[src/rtl/muxn_pkg.sv]
// Shared constants and index helper for the N-way select pipeline stage.
package muxn_pkg;

  localparam int MUXN_MAX_IN    = 32;
  localparam int MUXN_DEF_WIDTH = 16;

  // Out-of-range selects fall back to a fixed input rather than producing X.
  function automatic int muxn_idx(input int sel, input int num_in, input int default_idx);
    return (sel < num_in) ? sel : default_idx;
  endfunction

endpackage

[src/rtl/muxn_sel.sv]
// Purely combinational N-way word select from a packed input bus.
module muxn_sel #(
  parameter int WIDTH  = 16,
  parameter int NUM_IN = 6,
  parameter int SEL_W  = 3
) (
  input  logic [NUM_IN*WIDTH-1:0] data_in,
  input  logic [SEL_W-1:0]        idx,
  output logic [WIDTH-1:0]        word
);

  always_comb begin
    word = '0;
    for (int i = 0; i < NUM_IN; i++) begin
      if (idx == SEL_W'(i)) word = data_in[i*WIDTH +: WIDTH];
    end
  end

endmodule

[src/rtl/muxn_stage.sv]
// Registered N-way select stage with valid/ready handshake, flush and sticky select error.
// Define MUXN_STAGE_SKID_EN to add a one-entry skid buffer and a registered in_ready.
module muxn_stage
  import muxn_pkg::*;
#(
  parameter int WIDTH       = MUXN_DEF_WIDTH,
  parameter int NUM_IN      = 6,
  parameter int DEFAULT_IDX = 0,
  localparam int SEL_W      = $clog2(NUM_IN)
) (
  input  logic                    clk,
  input  logic                    rst,
  input  logic                    flush,
  input  logic                    in_valid,
  output logic                    in_ready,
  input  logic [SEL_W-1:0]        sel,
  input  logic [NUM_IN*WIDTH-1:0] data_in,
  output logic                    out_valid,
  input  logic                    out_ready,
  output logic [WIDTH-1:0]        out_data,
  output logic [SEL_W-1:0]        out_sel,
  output logic                    sel_err,
  input  logic                    err_clr
);

  // With a power-of-two input count every select value is legal.
  localparam bit CAN_ERR = (NUM_IN != (1 << SEL_W));

  logic [SEL_W-1:0] idx;
  logic [WIDTH-1:0] word;
  logic             bad_sel;
  logic             fire_in;
  logic             fire_out;

  assign idx      = SEL_W'(muxn_idx(int'(sel), NUM_IN, DEFAULT_IDX));
  assign bad_sel  = CAN_ERR && (int'(sel) >= NUM_IN);
  assign fire_in  = in_valid && in_ready && !flush;
  assign fire_out = out_valid && out_ready;

  muxn_sel #(
    .WIDTH  (WIDTH),
    .NUM_IN (NUM_IN),
    .SEL_W  (SEL_W)
  ) u_sel (
    .data_in (data_in),
    .idx     (idx),
    .word    (word)
  );

`ifdef MUXN_STAGE_SKID_EN
  logic [WIDTH-1:0] skid_data;
  logic [SEL_W-1:0] skid_sel;
  logic             skid_valid;

  assign in_ready = !skid_valid;

  // A word arriving while the output is stalled parks in the skid entry.
  always_ff @(posedge clk or posedge rst) begin
    if (rst) begin
      out_valid  <= 1'b0;
      out_data   <= '0;
      out_sel    <= '0;
      skid_valid <= 1'b0;
      skid_data  <= '0;
      skid_sel   <= '0;
    end else if (flush) begin
      out_valid  <= 1'b0;
      skid_valid <= 1'b0;
    end else if (skid_valid) begin
      if (fire_out) begin
        out_data   <= skid_data;
        out_sel    <= skid_sel;
        skid_valid <= 1'b0;
      end
    end else if (fire_in) begin
      if (out_valid && !out_ready) begin
        skid_data  <= word;
        skid_sel   <= idx;
        skid_valid <= 1'b1;
      end else begin
        out_data  <= word;
        out_sel   <= idx;
        out_valid <= 1'b1;
      end
    end else if (fire_out) begin
      out_valid <= 1'b0;
    end
  end
`else
  assign in_ready = !out_valid || out_ready;

  always_ff @(posedge clk or posedge rst) begin
    if (rst) begin
      out_valid <= 1'b0;
      out_data  <= '0;
      out_sel   <= '0;
    end else if (flush) begin
      out_valid <= 1'b0;
    end else if (fire_in) begin
      out_data  <= word;
      out_sel   <= idx;
      out_valid <= 1'b1;
    end else if (fire_out) begin
      out_valid <= 1'b0;
    end
  end
`endif

  // Set has priority over clear so a bad select in the clearing cycle is not lost.
  always_ff @(posedge clk or posedge rst) begin
    if (rst) begin
      sel_err <= 1'b0;
    end else if (fire_in && bad_sel) begin
      sel_err <= 1'b1;
    end else if (err_clr) begin
      sel_err <= 1'b0;
    end
  end

endmodule

[config.mk]
export PLATFORM = sky130hd
export DESIGN_NAME = muxn_stage
export DESIGN_NICKNAME = d
export VERILOG_FILES = /design/src/rtl/muxn_pkg.sv /design/src/rtl/muxn_sel.sv /design/src/rtl/muxn_stage.sv
export SDC_FILE = /design/constraint.sdc
export NUM_CORES = 1
export LEC_CHECK = 0
export CAP_MARGIN = 20
export CORE_MARGIN = 2
export CORE_UTILIZATION = 39
export CTS_CLUSTER_DIAMETER = 50
export DETAILED_ROUTE_END_ITERATION = 10
export PLACE_DENSITY = 0.87
export SLEW_MARGIN = 0
export SYNTH_ARGS = -nofsm -noshare
export SYNTH_HDL_FRONTEND = slang
export SYNTH_SLANG_ARGS = --single-unit
[constraint.sdc]
create_clock -name clk -period 3.3 [get_ports clk]
set_input_delay 0.33 -clock clk [delete_from_list [all_inputs] [get_ports clk]]
set_output_delay 0.33 -clock clk [all_outputs]
set_load 0.02 [all_outputs]
Word level (Yosys, flattened, before mapping) --
Index checks and enable logic that the tools add are counted.
Storage, ports and cells: bits in read-only memories 0, register bits after elaboration 21, memories kept 0, latch bits 0, output and inout port bits 22, input bits 105, RAM bits 0
Operators by class: bitwise gates (word level) 1, $lt $le $gt $ge 2, eq/ne operators 5, mux-type cells 12, add/sub/neg operators 0, shifts and indexed selects 0, divide/modulo/power cells 0, reductions and logical operators 11, $mul 0
Operators with widths (count):
- $mux 16 | 6
- $eq 3x2->1 const B | 2
- $eq 3x3->1 const B | 2
- $mux 1 | 5
- $logic_and 1x1->1 | 4
- $eq 3x1->1 const B | 1
- $ge 3x3->1 const B | 1
- $logic_not 3->1 | 1
- $lt 3x3->1 const B | 1
- $mux 3 | 1
- $reduce_bool 3->1 | 1
- $logic_not 1->1 | 2
- $reduce_and 2->1 | 1
- $reduce_bool 2->1 | 1
- $logic_or 1x1->1 | 1
- $not 1->1 | 1

Longest topological paths before layout --
word-level depth 9, mapped depth 6, gate-level depth less buffers 5

Hierarchy --
From an unflattened synthesis, not the netlist that was laid out.
Second synthesis, totals: cells, all modules 167, area total of the unflattened synthesis 1808.0 um2
Modules (own cells, without submodules):
- muxn_sel | cells each 114, times used 1, area each 964.7 um2
- muxn_stage | cells each 53, times used 1, area each 843.3 um2

Worst setup path before layout --
No wires, ideal clock.
path kind reg-to-reg, from reg out_valid, to reg out_data[3], stages on the path, launching flop included 6, setup slack 1.779 ns, arrival time 1.395 ns, cell sequence dfrtp_1 -> nor2b_4 -> inv_2 -> nand3b_2 -> buf_2 -> a221o_1
On the way: longest elaborated chain between the ends 5
RTL lines:
- from (decl) | RTL line muxn_stage.sv:18 | output logic out_valid,
- from (signal assigned) | RTL line muxn_stage.sv:94 | out_valid <= 1'b0;
- from (signal assigned) | RTL line muxn_stage.sv:98 | out_valid <= 1'b0;
- from (signal assigned) | RTL line muxn_stage.sv:102 | out_valid <= 1'b1;
- $logic_not 1->1 | RTL line muxn_stage.sv:90 | assign in_ready = !out_valid || out_ready;
- $logic_or 1x1->1 | RTL line muxn_stage.sv:90
- via in_ready | RTL line muxn_stage.sv:15 | output logic in_ready,
- $logic_and 1x1->1 (2 in a row) | RTL line muxn_stage.sv:37 | assign fire_in = in_valid && in_ready && !flush;
- $reduce_and 2->1 (no source line)
- to (signal assigned) | RTL line muxn_stage.sv:100 | out_data <= word;
- to (decl) | RTL line muxn_stage.sv:20 | output logic [WIDTH-1:0] out_data,
The timed path passes the listed nets, and every way through them passes these cells. A chain may end at the register's enable or synchronous reset.

Worst setup path in the final report --
from in sel[1], to reg out_data[15]
On the way: longest elaborated chain between the ends 9
RTL lines:
- from (decl) | RTL line muxn_stage.sv:16 | input logic [SEL_W-1:0] sel,
- $lt 3x3->1 | RTL line muxn_pkg.sv:9 | return (sel < num_in) ? sel : default_idx;
- $mux 3 (*) | RTL line muxn_pkg.sv:9
- $logic_not 3->1 | RTL line muxn_sel.sv:15 | if (idx == SEL_W'(i)) word = data_in[i*WIDTH +: WIDTH];
- $mux 16 (5 in a row) | RTL line muxn_sel.sv:15
- $mux 16 (*) | RTL line muxn_sel.sv:15
Every way passes the cells marked *; elsewhere a longest branch is shown, timed or not.

==> impl_summary.md <==
Finish
The layout overhead on the synthesized area is 69.1%. The number of filler cells placed in the layout is 385. Excluding fillers, the count of instances in the completed layout stands at 369. In the final layout, the share of cells above drive strength 1 is 0.156. After the last flow step, the layout net total stands at 421. The repair_antennas step left the layout with diodes totalling 0.

Clocking
The clock tree from TritonCTS is done. The worst-skew pair later-pin latency is 0.27 ns. In this run the deepest clock path goes through 2 buffers. Once the clock tree was built, the resizer swapped 0 gates to a different size. CTS built an H-tree with a depth of 1.

Clock tree synthesis selected as its root buffer the cell sky130_fd_sc_hd__clkbuf_8. The number of setup buffers added after CTS is 0. After clock tree synthesis, the clock-pin slew on the worst setup and hold paths is 0.09 ns.

Clock tree synthesis inserted a total of 3 buffers. For this design, the CTS-stage hold fixing added 0 buffers. The sink count of the clock tree is 21.

Timing
Setup repair after global routing left no endpoint under its margin. The period utilization is 0.651. Measured against its own limit, the worst slew margin works out to 0.425. Summed over all failing endpoints, the final setup total negative slack is 0 ns. For this run, the top clock speed supported by timing is 0.466 GHz. Across all hold checks on the routed design, the worst slack comes to 0.497 ns. The final-report hold violation count is 0. The final critical path time including I/O delays and setup is 2.15 ns. For the pin with the worst max-slew slack, the measured transition is 0.862 ns.

The max-slew violation count is 0. The number of failing setup endpoints in the final timing report is 0. The worst path meets setup with 1.15 ns of slack. On the final layout, the worst clock skew is 0.00512 ns.

Global route
For this run the aggregate overflow at the end of global routing stands at 0. For this run, the total global-route usage over all layers was measured as 0.242. The first-pass GRT wire length is 10.1 mm. The initial antenna violation count is 0. Entering global routing, the biggest net connects 33 pins. The number of global-route vias before repair is 2,207.

Pwr
The maximum vdd drop is 186 uV. The overall power is 0.967 mW. The total power divided by cell area is 307 nW/um^2.

In this run the static leakage power is 1.19 nW.

Synth
After synthesis the netlist holds a flip-flop and latch count of 21. Yosys printed 0 warnings. The netlist area before placement is 1870 um^2. Sorting the synthesized cells by area gives the leading types as sky130_fd_sc_hd__dfrtp_1, sky130_fd_sc_hd__mux2_2, sky130_fd_sc_hd__o221ai_1, sky130_fd_sc_hd__a22oi_1, sky130_fd_sc_hd__a221oi_1.

The top cell type by total area after synthesis is sky130_fd_sc_hd__dfrtp_1. The share of synthesized area occupied by flip-flops and latches is 0.282. The number of nets in the synthesized netlist is 301. Yosys mapped the design onto 46 distinct sky130hd cell types. Averaged over all synthesized cells, the footprint is 9.52 um^2. The gate count of the mapped netlist is 196. The fraction of synthesis flops using an asynchronous set or reset pin is 1.00. The share of Yosys cell area claimed by the top area cell type is 0.282. The most used flip-flop cell after synthesis is sky130_fd_sc_hd__dfrtp_1. The synthesized design contains 0 enable-type register cells.

Worst setup path
The family of cells with the greatest summed delay on the critical path is buffers and inverters. Together, buffers and inverters on the worst path number 2. The critical path arrival is 2.31 ns. The kind of capture point of the worst setup path is a flop. The worst setup path is launched from a primary input. STA puts the critical path data required time at 3.47 ns. The critical path is of the in -> reg type. The largest incremental delay on the critical path is 0.78 ns. Walking the worst path, the cells encountered are clkdlybuf4s50_1, buf_4, nand2b_1, a211oi_1, nor4_1, a221o_1. For this design, the slowest cell found on the critical path is sky130_fd_sc_hd__clkdlybuf4s50_1.

In this run the worst path has a maximum fanout of 12.

Run status
The flow ran to the end, and the final reports show no timing, DRC or antenna violations.

Die
The die covers 5350 um^2. The die is 73.2 um tall. The area of the core is 4660 um^2.

In this run the horizontal extent of the chip is 73.2 um. For this design the top-level I/O count stands at 127. Row generation in the floorplan step produced 25 rows.

The initial core utilization is 0.400.

Route
The total wire length is 6.51 mm. The detailed-route wire length per cell is 17.6 um. The number of antenna-violating nets in the routed design is 0. For this run, design rule violations remaining after detail routing come to 0.

The vias after detailed routing is 2,150. The vias per cell is 5.83. The length of the first detailed-routing pass in iterations is 5. The number of DRC markers in iteration 0 is 96.

Placement
Detailed placement ended at an HPWL of 5.03 mm. The count of port buffers added during placement is 126. The setup slack at placement is 0.883 ns. The routability-driven placement congestion ratio is 0.836.

Including well taps, the total number of placed cells is 365.

Job
Max-cap violations in this run came to 0.

Min path
The class of the most critical hold timing path is reg -> reg.
## placed cells by master (no fill, tap or decap), types with 3 or more instances in the layout
cell type                         count
sky130_fd_sc_hd__clkdlybuf4s50_1    125
sky130_fd_sc_hd__dfrtp_1             21
sky130_fd_sc_hd__mux2_2              17
sky130_fd_sc_hd__nand2_1             13
sky130_fd_sc_hd__o221ai_1            11
sky130_fd_sc_hd__a21oi_1             11
sky130_fd_sc_hd__a22oi_1              9
sky130_fd_sc_hd__nor2_1               8
sky130_fd_sc_hd__a221oi_1             7
sky130_fd_sc_hd__nor2b_1              7
sky130_fd_sc_hd__o21ai_0              6
sky130_fd_sc_hd__buf_4                6
sky130_fd_sc_hd__nand2b_1             5
sky130_fd_sc_hd__o221a_2              5
sky130_fd_sc_hd__a221o_1              4
sky130_fd_sc_hd__mux2i_1              4
sky130_fd_sc_hd__inv_1                4
sky130_fd_sc_hd__or2_1                4
sky130_fd_sc_hd__o221a_1              4
sky130_fd_sc_hd__nand3b_1             3
sky130_fd_sc_hd__o21ai_1              3
sky130_fd_sc_hd__a311oi_1             3
sky130_fd_sc_hd__a211oi_1             3
sky130_fd_sc_hd__nor4_1               3
sky130_fd_sc_hd__clkbuf_8             3
## cell usage after synthesis (2+ instances only)
master	number
sky130_fd_sc_hd__dfrtp_1	21
sky130_fd_sc_hd__buf_6	5
sky130_fd_sc_hd__nand2b_1	5
sky130_fd_sc_hd__a221o_1	4
sky130_fd_sc_hd__inv_1	4
sky130_fd_sc_hd__or2_1	4
sky130_fd_sc_hd__a211oi_1	3
sky130_fd_sc_hd__a22oi_1	9
sky130_fd_sc_hd__nor2b_4	2
sky130_fd_sc_hd__o221a_2	5
sky130_fd_sc_hd__o221a_1	4
sky130_fd_sc_hd__o21ai_1	3
sky130_fd_sc_hd__o221ai_2	2
sky130_fd_sc_hd__a21oi_1	11
sky130_fd_sc_hd__buf_4	3
sky130_fd_sc_hd__nand3_1	2
sky130_fd_sc_hd__o21ai_0	6
sky130_fd_sc_hd__o221ai_1	11
sky130_fd_sc_hd__a221oi_2	2
sky130_fd_sc_hd__a311oi_1	3
sky130_fd_sc_hd__nand3b_1	3
sky130_fd_sc_hd__mux2i_1	4
sky130_fd_sc_hd__a221oi_1	7
sky130_fd_sc_hd__mux2_2	17
sky130_fd_sc_hd__nor2b_1	7
sky130_fd_sc_hd__buf_2	8
sky130_fd_sc_hd__nor4_1	3
sky130_fd_sc_hd__nand2_1	13
sky130_fd_sc_hd__nor2_1	8
## final cells by class
class / instances / area, um^2 / share of cell area
clock buffer: 3 / 41.3 / 0.0131
clock inverter: 1 / 5.00 / 0.00159
inverter: 7 / 28.8 / 0.00912
multi-input combinational: 151 / 1180 / 0.376
sequential: 21 / 526 / 0.167
tap: 54 / 67.6 / 0.0214
timing repair buffer: 132 / 1300 / 0.413
## worst min-delay path: cells and delay by family (launching register included)
family	cells	cell delay (ns)
flops	1	0.35
simple gates	2	0.11
## registers in the layout (all words and copies together), names as in the netlist
| register | cells |
|---|---|
| out_data | 16 |
| out_sel | 3 |
| out_valid | 1 |
| sel_err | 1 |
## metal layers
metal	wire (um)	part of all wire	vias to the layer above	track usage
met1	2570	0.39	1021	0.282
met3	583	0.090	12	0.0539
met4	123	0.019	0	0.0967
li1	-	-	1010	-
met5	0	0	-	0
met2	3230	0.50	107	0.425
## cells by family after synthesis
| family | Yosys count | synth area share |
|---|---|---|
| flip-flops | 21 | 0.282 |
| AO/OA/AOI/OAI | 74 | 0.327 |
| buffers and inverters | 24 | 0.0832 |
| multiplexers | 22 | 0.132 |
| AND/OR/NAND/NOR | 55 | 0.176 |
## report_power, final
group          switching [mW]  total, mW  internal, mW
sequential             0.0242      0.324         0.300
combinational           0.193      0.461         0.269
clock                  0.0975      0.182        0.0847
total                   0.314      0.967         0.653
## path summary, 6_finish.rpt
| check | startpoint | to | slack, ns | depth (start not counted) |
|---|---|---|---|---|
| setup reg to reg | out_valid$_DFFE_PP0P_ | out_data[12]$_DFFE_PP0P_ | 1.31 | 4 |
| setup / recovery | sel[1] | out_data[15]$_DFFE_PP0P_ | 1.15 | 6 |
| min in group asynchronous | rst | out_data[8]$_DFFE_PP0P_ | 0.53 | 2 |
| hold / removal | out_sel[2]$_DFFE_PP0P_ | out_sel[2]$_DFFE_PP0P_ | 0.50 | 2 |
| hold reg to reg | out_sel[2]$_DFFE_PP0P_ | out_sel[2]$_DFFE_PP0P_ | 0.50 | 2 |
| max in group asynchronous | rst | out_sel[1]$_DFFE_PP0P_ | 2.24 | 2 |
## stage by stage
step / util / area (um^2)
floorplan: - / 1870
global placement: 0.667 / 3110
detailed placement: 0.667 / 3110
CTS: 0.677 / 3150
global route: 0.677 / 3150
finish: 0.677 / 3150
No activity file was read; power rests on OpenSTA's default activity.
